## config.mk

```make
export PLATFORM = sky130hd
export DESIGN_NAME = fp_iter_div_flat
export DESIGN_NICKNAME = d
export VERILOG_FILES = /design/src/rtl/fp_div_if.sv /design/src/rtl/fp_iter_div.sv /design/src/flat_wrapper.sv
export SDC_FILE = /design/constraint.sdc
export NUM_CORES = 1
export LEC_CHECK = 0
export CORE_ASPECT_RATIO = 0.75
export CORE_MARGIN = 2
export CORE_UTILIZATION = 60
export CTS_CLUSTER_DIAMETER = 30
export CTS_CLUSTER_SIZE = 8
export DETAILED_ROUTE_END_ITERATION = 8
export MAX_ROUTING_LAYER = met4
export PLACE_DENSITY = 0.85
export RECOVER_POWER = 50
export REMOVE_ABC_BUFFERS = 1
export SETUP_SLACK_MARGIN = 0.1
export SLEW_MARGIN = 20
export SYNTH_ARGS = -nofsm -noshare
export SYNTH_HDL_FRONTEND = slang
export SYNTH_SLANG_ARGS = --single-unit
```

## constraint.sdc

```tcl
create_clock -name clk -period 10.3 [get_ports clk]
set_input_delay 1.03 -clock clk [delete_from_list [all_inputs] [get_ports clk]]
set_output_delay 1.03 -clock clk [all_outputs]
set_load 0.03 [all_outputs]
```

## src/rtl/fp_div_if.sv

```systemverilog
// Issue-side valid/ready bundle for the iterative floating-point divider.
interface fp_div_if #(
  parameter int unsigned exp_width  = 8,
  parameter int unsigned frac_width = 23
);
  localparam int unsigned word_w = exp_width + frac_width + 1;

  logic              in_valid;
  logic              in_ready;
  logic [word_w-1:0] op1;
  logic [word_w-1:0] op2;
  logic [1:0]        round_mode;
  logic              out_valid;
  logic              out_ready;
  logic [word_w-1:0] result;
  logic [4:0]        exception;

  modport master (
    output in_valid, op1, op2, round_mode, out_ready,
    input  in_ready, out_valid, result, exception
  );

  modport slave (
    input  in_valid, op1, op2, round_mode, out_ready,
    output in_ready, out_valid, result, exception
  );
endinterface

```

## src/rtl/fp_iter_div.sv

```systemverilog
// Multi-cycle IEEE-754 divider: one restoring quotient bit per cycle, then round.
// Special operands resolve without iterating; denormals are treated as zero.
module fp_iter_div #(
  parameter int unsigned exp_width  = 8,
  parameter int unsigned frac_width = 23
) (
  input logic     clk,
  input logic     rst,
  fp_div_if.slave bus
);
  localparam int unsigned word_w  = exp_width + frac_width + 1;
  localparam int unsigned man_w   = frac_width + 1;
  localparam int unsigned rem_w   = frac_width + 2;
  localparam int unsigned iter_n  = frac_width + 4;
  localparam int unsigned cnt_w   = $clog2(iter_n + 1);
  localparam int unsigned se_w    = exp_width + 2;
  localparam int unsigned frw     = frac_width + 1;
  localparam int unsigned bias    = (1 << (exp_width - 1)) - 1;
  localparam int unsigned exp_max = (1 << exp_width) - 1;

  localparam int unsigned fp_invalid   = 4;
  localparam int unsigned fp_divbyzero = 3;
  localparam int unsigned fp_overflow  = 2;
  localparam int unsigned fp_underflow = 1;
  localparam int unsigned fp_inexact   = 0;

  typedef enum logic [1:0] {IDLE, DIV, ROUND, DONE} state_t;

  state_t             state_q, state_d;
  logic               sign_q, sign_d;
  logic [exp_width-1:0] e1_q, e1_d, e2_q, e2_d;
  logic [1:0]         mode_q, mode_d;
  logic [man_w-1:0]   dvs_q, dvs_d;
  logic [rem_w-1:0]   rem_q, rem_d;
  logic [iter_n-1:0]  quo_q, quo_d;
  logic [cnt_w-1:0]   cnt_q, cnt_d;
  logic [word_w-1:0]  result_q, result_d;
  logic [4:0]         exc_q, exc_d;
  logic               out_valid_q, out_valid_d;
  logic               in_ready;

  // Operand fields and classification
  logic                  s1, s2, sq;
  logic [exp_width-1:0]  x1, x2;
  logic [frac_width-1:0] f1, f2;
  logic nan1, nan2, inf1, inf2, zero1, zero2;

  assign {s1, x1, f1} = bus.op1;
  assign {s2, x2, f2} = bus.op2;
  assign sq    = s1 ^ s2;
  assign nan1  = (&x1) && (|f1);
  assign nan2  = (&x2) && (|f2);
  assign inf1  = (&x1) && !(|f1);
  assign inf2  = (&x2) && !(|f2);
  assign zero1 = (x1 == '0);
  assign zero2 = (x2 == '0);

  logic              spec_hit;
  logic [word_w-1:0] spec_res;
  logic [4:0]        spec_exc;

  always_comb begin
    spec_hit = 1'b1;
    spec_res = '0;
    spec_exc = '0;
    if (nan1) begin
      spec_res = bus.op1;
    end else if (nan2) begin
      spec_res = bus.op2;
    end else if ((zero1 && zero2) || (inf1 && inf2)) begin
      spec_res = {1'b1, {exp_width{1'b1}}, 1'b1, {(frac_width-1){1'b0}}};
      spec_exc[fp_invalid] = 1'b1;
    end else if (inf1) begin
      spec_res = {sq, {exp_width{1'b1}}, {frac_width{1'b0}}};
    end else if (zero2) begin
      spec_res = {sq, {exp_width{1'b1}}, {frac_width{1'b0}}};
      spec_exc[fp_divbyzero] = 1'b1;
    end else if (inf2 || zero1) begin
      spec_res = {sq, {(word_w-1){1'b0}}};
    end else begin
      spec_hit = 1'b0;
    end
  end

  // Restoring division step
  logic [rem_w-1:0] trial, rem_sel;
  logic             ge;
  assign trial   = rem_q - {1'b0, dvs_q};
  assign ge      = rem_q >= {1'b0, dvs_q};
  assign rem_sel = ge ? trial : rem_q;

  // Normalize, round and compute the biased exponent
  logic                  adj, guard, rnd, sticky, inc, ovf, unf;
  logic [iter_n-2:0]     qn;
  logic [frac_width-1:0] frac_t;
  logic [frac_width:0]   frac_r;
  logic [se_w-1:0]       e_raw;

  assign adj    = ~quo_q[iter_n-1];
  assign qn     = adj ? {quo_q[iter_n-3:0], 1'b0} : quo_q[iter_n-2:0];
  assign frac_t = qn[iter_n-2:3];
  assign guard  = qn[2];
  assign rnd    = qn[1];
  assign sticky = qn[0] | (|rem_q);

  always_comb begin
    inc = 1'b0;
    case (mode_q)
      2'd0: inc = guard & (rnd | sticky | frac_t[0]);
      2'd1: inc = 1'b0;
      2'd2: inc = sign_q & (guard | rnd | sticky);
      2'd3: inc = ~sign_q & (guard | rnd | sticky);
    endcase
  end

  assign frac_r = {1'b0, frac_t} + frw'(inc);
  assign e_raw  = se_w'(e1_q) - se_w'(e2_q) + se_w'(bias) - se_w'(adj) + se_w'(frac_r[frac_width]);
  assign ovf    = $signed(e_raw) >= $signed(se_w'(exp_max));
  assign unf    = $signed(e_raw) < $signed(se_w'(1));

  assign in_ready      = (state_q == IDLE) && !rst;
  assign bus.in_ready  = in_ready;
  assign bus.out_valid = out_valid_q;
  assign bus.result    = result_q;
  assign bus.exception = exc_q;

  // Next-state and datapath control
  always_comb begin
    state_d     = state_q;
    sign_d      = sign_q;
    e1_d        = e1_q;
    e2_d        = e2_q;
    mode_d      = mode_q;
    dvs_d       = dvs_q;
    rem_d       = rem_q;
    quo_d       = quo_q;
    cnt_d       = cnt_q;
    result_d    = result_q;
    exc_d       = exc_q;
    out_valid_d = out_valid_q;
    case (state_q)
      IDLE: begin
        if (bus.in_valid && in_ready) begin
          mode_d = bus.round_mode;
          sign_d = sq;
          e1_d   = x1;
          e2_d   = x2;
          dvs_d  = {1'b1, f2};
          rem_d  = {2'b01, f1};
          quo_d  = '0;
          cnt_d  = '0;
          if (spec_hit) begin
            result_d = spec_res;
            exc_d    = spec_exc;
            state_d  = DONE;
          end else begin
            state_d = DIV;
          end
        end
      end
      DIV: begin
        quo_d = {quo_q[iter_n-2:0], ge};
        rem_d = rem_sel << 1;
        cnt_d = cnt_q + cnt_w'(1);
        if (cnt_q == cnt_w'(iter_n - 1)) state_d = ROUND;
      end
      ROUND: begin
        exc_d = '0;
        if (ovf) begin
          result_d = {sign_q, {exp_width{1'b1}}, {frac_width{1'b0}}};
          exc_d[fp_overflow] = 1'b1;
          exc_d[fp_inexact]  = 1'b1;
        end else if (unf) begin
          result_d = {sign_q, {(word_w-1){1'b0}}};
          exc_d[fp_underflow] = 1'b1;
          exc_d[fp_inexact]   = 1'b1;
        end else begin
          result_d = {sign_q, e_raw[exp_width-1:0], frac_r[frac_width-1:0]};
          exc_d[fp_inexact] = guard | rnd | sticky;
        end
        out_valid_d = 1'b1;
        state_d     = DONE;
      end
      DONE: begin
        // Special results enter here with out_valid still low; it rises on the next edge.
        if (out_valid_q && bus.out_ready) begin
          out_valid_d = 1'b0;
          state_d     = IDLE;
        end else begin
          out_valid_d = 1'b1;
        end
      end
      default: state_d = IDLE;
    endcase
  end

  always_ff @(posedge clk) begin
    if (rst) state_q <= IDLE;
    else     state_q <= state_d;
  end

  always_ff @(posedge clk) begin
    if (rst) begin
      sign_q      <= 1'b0;
      e1_q        <= '0;
      e2_q        <= '0;
      mode_q      <= '0;
      dvs_q       <= '0;
      rem_q       <= '0;
      quo_q       <= '0;
      cnt_q       <= '0;
      result_q    <= '0;
      exc_q       <= '0;
      out_valid_q <= 1'b0;
    end else begin
      sign_q      <= sign_d;
      e1_q        <= e1_d;
      e2_q        <= e2_d;
      mode_q      <= mode_d;
      dvs_q       <= dvs_d;
      rem_q       <= rem_d;
      quo_q       <= quo_d;
      cnt_q       <= cnt_d;
      result_q    <= result_d;
      exc_q       <= exc_d;
      out_valid_q <= out_valid_d;
    end
  end
endmodule

```

## src/flat_wrapper.sv

```systemverilog
// flat-port wrapper written by rule: the top's interface ports become plain ports
module fp_iter_div_flat 
#(
  parameter int unsigned exp_width  = 8,
  parameter int unsigned frac_width = 23
)
  (clk, rst, bus_in_valid, bus_op1, bus_op2, bus_round_mode, bus_out_ready, bus_in_ready, bus_out_valid, bus_result, bus_exception);
  fp_div_if #(.exp_width(exp_width), .frac_width(frac_width)) bus_i ();
  input logic clk;
  input logic rst;
  input wire logic [$bits(bus_i.in_valid)-1:0] bus_in_valid;
  input wire logic [$bits(bus_i.op1)-1:0] bus_op1;
  input wire logic [$bits(bus_i.op2)-1:0] bus_op2;
  input wire logic [$bits(bus_i.round_mode)-1:0] bus_round_mode;
  input wire logic [$bits(bus_i.out_ready)-1:0] bus_out_ready;
  output wire logic [$bits(bus_i.in_ready)-1:0] bus_in_ready;
  output wire logic [$bits(bus_i.out_valid)-1:0] bus_out_valid;
  output wire logic [$bits(bus_i.result)-1:0] bus_result;
  output wire logic [$bits(bus_i.exception)-1:0] bus_exception;
  assign bus_i.in_valid = bus_in_valid;
  assign bus_i.op1 = bus_op1;
  assign bus_i.op2 = bus_op2;
  assign bus_i.round_mode = bus_round_mode;
  assign bus_i.out_ready = bus_out_ready;
  assign bus_in_ready = bus_i.in_ready;
  assign bus_out_valid = bus_i.out_valid;
  assign bus_result = bus_i.result;
  assign bus_exception = bus_i.exception;
  fp_iter_div #(.exp_width(exp_width), .frac_width(frac_width)) u_core (.clk(clk), .rst(rst), .bus(bus_i));
endmodule
```

==> impl_results.md, run 1 <==
- Setup violations, final: 0
- Max Slew Vio Count: between 200 and 250
- Die width: approximately 150 um
- Startpoint Class: input port
- Share of post-route cells with drive strength above 1: 0.0509
- Die Y: 111 um
- N_diodes: 0
- Synth async-reset ratio: 0
- Placer Congestion: around 0.95
- Seq cells post-synth: 140
- Residual DRC count: 0
- WL final: between 20000 and 30000 um
- Initial DRC count: about 1100
- Largest net degree at the start of global routing: between 80 and 90
- Max cap viols: 5
- Reg clk slew, reported paths: roughly 60 ps
- Placed cell areas: between 10000 and 15000 um2
- Setup Buffers After CTS: 0
- Gr usage total: 0.351
- Fin util: 0.738
- Failing checks: capacitance limit, slew limit
- CTS HTree Levels: 4
- Final Hold Viols: 0
- Clock sinks: 140
- Antenna violations before repair: 0
- First-pass GRT wire length: about 45000 um
- Unique masters post-synth: 78
- Crit Path Class: in -> reg
- Antenna-violating nets left: 0
- Top FF cell, synth: dfxtp_1
- Cell Area, Synth: 9080 um2
- Post-DP HPWL: 19500 um
- Vias: roughly 9200
- Final Cell Area: about 11000 um2
- Met3 Use GR: 0.0876
- Tmin final: between 6000 and 7000 ps
- # rows: 38
- TritonCTS clock tree: done
- Status: finished, violations left
- Worst slew margin: -1.29
- Leak pwr: 4.36 nW
- Crit end category: flip-flop
- Port bufs: ~110
- Clock Path Buffers: 2
- Tightest Pin Transition: roughly 3400 ps
- Post-synthesis sequential area ratio: 0.309
- Vias per inst: between 6 and 7
- Synthesis-to-layout area growth: 19.0%
- Drt pass-1 iters: 9
- I/O Pins: between 100 and 150
- Routed length per instance: 19.5 um
- Number of CTS-inserted buffers: 17
- Final worst-path cycle share: 0.605
- Unrepaired setup endpoints after global routing: no
- Setup Skew: slightly below 8 ps
- Met1 usage: 0.488
- Crit Path Max Fanout: 48
- Post-synth EDFFs: 0
- Setup TNS: 0 ps
- Met2 Track Usage GR: 0.499
- Max VDD drop: approximately 190 uV
- Achievable Freq: approximately 160 MHz
- Mean Syn Cell Area: roughly 8.0 um2
- Vias in the first global route: between 8000 and 9000
- Total congestion overflow: 0
- Crit path DAT: between 6000 and 7000 ps
- Placed cell count: roughly 1400
- Layout Nets: 1326
- Hold buffer count at cts: 0
- Initial Util: 0.620
- Worst-skew pair later-pin latency: ~430 ps
- Most Used Layer, Global Route: met2
- Fin cells: 1418
- Worst EP required: ~11000 ps
- Post-Synthesis Cells: between 1000 and 1500
- Die area: between 15000 and 20000 um2
- Hold Path Class: reg -> reg
- Placeable Area: around 15000 um2
- Root buffer cell: clkbuf_16
- Synth Warn #: 0
- Pwr/cell area: 285 nW/um2
- Post-cts resize count: 0
-- cells in the final DEF (no fill, tap or decap), types with 13 or more instances in the layout --
| master | netlist | final |
|---|---|---|
| dfxtp_1 | 140 | 139 |
| nor2_1 | 112 | 112 |
| nand2_1 | 93 | 93 |
| clkdlybuf4s50_1 | 0 | 69 |
| a21oi_1 | 67 | 67 |
| o21ai_0 | 61 | 61 |
| inv_1 | 59 | 59 |
| a22oi_1 | 53 | 53 |
| nor3_1 | 48 | 48 |
| ha_1 | 47 | 47 |
| mux2i_1 | 46 | 46 |
| dlygate4sd3_1 | 0 | 38 |
| o31ai_1 | 30 | 30 |
| xnor2_1 | 29 | 29 |
| nor4_1 | 22 | 22 |
| nand2b_1 | 21 | 21 |
| a21o_1 | 19 | 19 |
| o22ai_1 | 20 | 19 |
| clkbuf_16 | 0 | 17 |
| nand3_1 | 15 | 15 |
| nand4_1 | 15 | 15 |
| a211oi_1 | 13 | 13 |
-- per-layer routing --
layer  vias to the layer above  share of wire
met5                         -              0
met3                        64           0.11
met2                       556           0.42
met4                         0          0.026
met1                      4325           0.44
li1                       4288              -
-- sequential cells by signal, indices dropped and copies added (netlist names) --
signal                count
u_core.quo_q             27
u_core.bus.out_valid      1
u_core.cnt_q              5
u_core.e2_q               8
u_core.dvs_q             24
u_core.bus.exception      5
u_core.e1_q               8
u_core.bus.result        32
u_core.sign_q             1
u_core.mode_q             2
u_core.rem_q             25
u_core.state_q            2
-- through the flow --
| stage | power, mW | hold WS (ps) | setup WS [ps] |
|---|---|---|---|
| after CTS | 3.03 | 466 | 4130 |
| after detailed placement | 2.36 | 457 | 4280 |
| after floorplan | 1.94 | 449 | 4650 |
| final | 3.08 | 455 | 4070 |
| after global placement | 2.33 | 452 | 4530 |
| after global routing | 3.26 | 484 | 3600 |
-- area by class of cell --
| cell class | count | area, um2 |
|---|---|---|
| multi-input cells | 868 | 5750 |
| inverters | 60 | 225 |
| well taps | 200 | 250 |
| clock buffers | 23 | 508 |
| fillers | 1200 | 3840 |
| repair buffers | 118 | 1140 |
| flip-flops and latches | 140 | 2800 |
| clock inverters | 9 | 131 |
-- report_power, final --
group          total, mW  internal [mW]  switching, mW
combinational       1.74          0.697           1.04
sequential         0.671          0.616         0.0550
clock              0.664          0.420          0.244
total               3.08           1.73           1.34
-- cell families after synthesis --
kind of cell / share of synthesized area
fa+ha+maj: 0.0736
xor+xnor: 0.0396
mux: 0.0569
compound gates: 0.261
buf+inv: 0.0597
simple gates: 0.200
flops: 0.309
-- path summary, 6_finish.rpt --
| kind | to | start | slack [ps] | cells past startpoint |
|---|---|---|---|---|
| worst max-delay path | u_core.rem_q[14] | rst | 4070 | 8 |
| worst min-delay path | u_core.bus.result[26] | u_core.bus.result[26] | 450 | 1 |
| worst max register to register | u_core.bus.result[22] | u_core.quo_q[26] | 4100 | 24 |
| worst min register to register | u_core.bus.result[26] | u_core.bus.result[26] | 450 | 1 |
-- cell usage after synthesis, types with 29 or more instances --
cell type,instances,area [um2]
o21ai_0,61,305
dfxtp_1,140,2800
nor2_1,112,420
clkbuf_1,56,210
xnor2_1,29,254
a22oi_1,53,398
nand2_1,93,349
nor3_1,48,240
o31ai_1,30,225
mux2i_1,46,460
ha_1,47,588
inv_1,59,221
a21oi_1,67,335
-- critical path: stages --
cell and delay [ps]:
clkbuf_1 1560, nor2_1 300, and2_0 330, a21oi_1 1210
clkbuf_1 1420, a22oi_1 320, a21oi_1 230, o21a_1 160
(Power assumes the default switching activity.)
==> inputs of run 2 (changes only) <==
CORE_UTILIZATION = 52   (was 60)
PLACE_DENSITY = 0.78   (was 0.85)
clock period = 5.4 ns   (was 10.3 ns; I/O delays follow)
==> impl_results.md, run 2 (synthesis gave the netlist of run 1 again) <==
- I/O Pins: 109 (unchanged)
- Placed cell areas: 10300 um2 (was 10200 um2)
- Reg clk slew, reported paths: 60 ps (about the same)
- CTS HTree Levels: 4 (unchanged)
- Clock sinks: 140 (unchanged)
- Max cap viols: 2 (was 5)
- WL final: 27600 um (about the same)
- # fillers: 1448 (was 1200)
- Total congestion overflow: 0 (unchanged)
- First-pass GRT wire length: 43300 um (was 44900 um)
- Clock Path Buffers: 2 (unchanged)
- Setup violations, final: 0 (unchanged)
- Initial Util: 0.535 (was 0.620)
- Synthesis-to-layout area growth: 20.7% (was 19.0%)
- Tightest Pin Transition: 3520 ps (was 3440 ps)
- Vias in the first global route: 8050 (was 8632)
- Drt pass-1 iters: 6 (was 9)
- Initial DRC count: 1124 (was 1104)
- Port bufs: 108 (unchanged)
- Worst r2r path cells: 24 (unchanged)
- Die Y: 118 um (was 111 um)
- Final Hold Viols: 0 (unchanged)
- Worst slew margin: -1.35 (was -1.29)
- Hold Path Class: reg -> reg (unchanged)
- Vias per inst: 6.18 (was 6.51)
- Pwr/cell area: 544 nW/um2 (was 285 nW/um2)
- Root buffer cell: clkbuf_16 (unchanged)
- Worst EP required: 5730 ps (was 10680 ps)
- Share of post-route cells with drive strength above 1: 0.0631 (was 0.0509)
- Total power: 5.96 mW (was 3.08 mW)
- Leak pwr: 4.41 nW (was 4.36 nW)
- Final Cell Area: 11000 um2 (was 10800 um2)
- Worst-skew pair later-pin latency: 430 ps (about the same)
- Placer Congestion: 0.988 (was 0.952)
- Post-DP HPWL: 19600 um (was 19500 um)
- Failing checks: capacitance limit, slew limit (unchanged)
- Crit Path Class: reg -> reg (was in -> reg)
- Residual DRC count: 0 (unchanged)
- Final worst-path cycle share: 0.938
- Most frequent cells in the layout: 135 x dfxtp_1, 112 x nor2_1, 93 x nand2_1, 69 x clkdlybuf4s50_1, 66 x a21oi_1 (was 139 x dfxtp_1, 112 x nor2_1, 93 x nand2_1, 69 x clkdlybuf4s50_1, 67 x a21oi_1)
- Antenna-violating nets left: 0 (unchanged)
- Gr usage total: 0.302 (was 0.351)
- Startpoint Class: flip-flop (was input port)
- Crit Path Max Fanout: 17 (was 48)
- Layout Nets: 1330 (was 1326)
- Max VDD drop: 313 uV (was 186 uV)
- Multi-input logic area: 5800 um2 (was 5750 um2)
- Antenna violations before repair: 0 (unchanged)
- Largest net degree at the start of global routing: 84 (unchanged)
- Number of CTS-inserted buffers: 17 (unchanged)
- Vias: 9010 (was 9233)
- Hold buffer count at cts: 0 (unchanged)
- Commonest non-fill, non-tap cell in the layout: dfxtp_1 (unchanged)
- Dpl ws: 97.8 ps (was 4280 ps)
- # rows: 41 (was 38)
- TritonCTS clock tree: done (unchanged)
- Crit end category: flip-flop (unchanged)
- Routed length per instance: 18.9 um (was 19.5 um)
- Crit path DAT: 5400 ps (was 6610 ps)
- Tmin final: ~5100 ps
- Unrepaired setup endpoints after global routing: yes (was no)
- Placeable Area: 17000 um2 (was 14600 um2)
- N_diodes: 0 (unchanged)
- Die width: 157 um (was 146 um)
- Die area: 18500 um2 (was 16100 um2)
- Achievable Freq: roughly 200 MHz
- Max reg flops: 32 (unchanged)
- Status: finished, violations left (unchanged)
- Register Area: 2810 um2 (was 2800 um2)
- Setup Skew: 9.83 ps (was 7.75 ps)
- Final setup margin: 336 ps (was 4070 ps)
- Max Slew Vio Count: 114 (was 231)
- Hold path depth: 1 (unchanged)
## run 2: worst paths after layout
kind	startpoint	end	slack, ps
worst max-delay path	u_core.rem_q[21]	u_core.bus.result[20]	340
worst min-delay path	u_core.bus.result[26]	u_core.bus.result[26]	460
worst max register to register	u_core.rem_q[21]	u_core.bus.result[20]	340
worst min register to register	u_core.bus.result[26]	u_core.bus.result[26]	460
## run 2: through the flow
stage / hold slack [ps] / cells / utilization / setup TNS [ps]
2_1_floorplan: 449 / 1068 / - / -1780
3_3_place_gp: 451 / 1425 / 0.604 / 0
3_5_place_dp: 453 / 1425 / 0.604 / 0
4_1_cts: 471 / 1456 / 0.643 / 0
5_1_grt: 489 / 1457 / 0.645 / 0
6_report: 461 / 1457 / 0.645 / 0
## run 2: power by group
group | switching [mW] | internal, mW
clock network | 0.459 | 0.829
logic | 1.99 | 1.40
registers | 0.113 | 1.18
total | 2.56 | 3.40
## run 2: what timing repair did
action / 4_1_cts / 5_1_grt
buffers inserted: 0 / 1
pin swaps: 0 / 1
gates resized for setup: 2 / 13
setup endpoints to repair: 17 / 29
## run 2: worst max-delay path: stages, from the launching register on
cell and delay, ps:
dfxtp_1 440, nor4_1 80, nand3_1 160, nor3_1 60
o21ba_2 190, nor3_1 190, ha_1 230, nand2_1 130
a211o_4 370, nor4_2 270, nand3_1 170, nor3_2 260
fa_1 210, ha_1 190, fa_1 220, a21o_1 130
a21oi_2 70, o21a_1 180, o211ai_1 290, nor3_1 110
nor2_1 180, and4_4 310, buf_6 200, a21oi_1 80
nor3_1 200
## run 2: layer usage
| layer | part of all wire | vias to the layer above | global-route usage |
|---|---|---|---|
| met5 | 0 | - | - |
| met3 | 0.099 | 57 | 0.0733 |
| met4 | 0.023 | 0 | 0.0923 |
| li1 | - | 4319 | - |
| met2 | 0.41 | 451 | 0.401 |
| met1 | 0.47 | 4183 | 0.446 |
## run 2: area by class of cell
class | instances | share of cell area
Clock inverter | 11 | 0.0176
Inverter | 60 | 0.0206
Timing Repair Buffer | 122 | 0.108
Multi-Input combinational cell | 868 | 0.530
Clock buffer | 20 | 0.0408
Sequential cell | 140 | 0.256
Tap cell | 236 | 0.0270
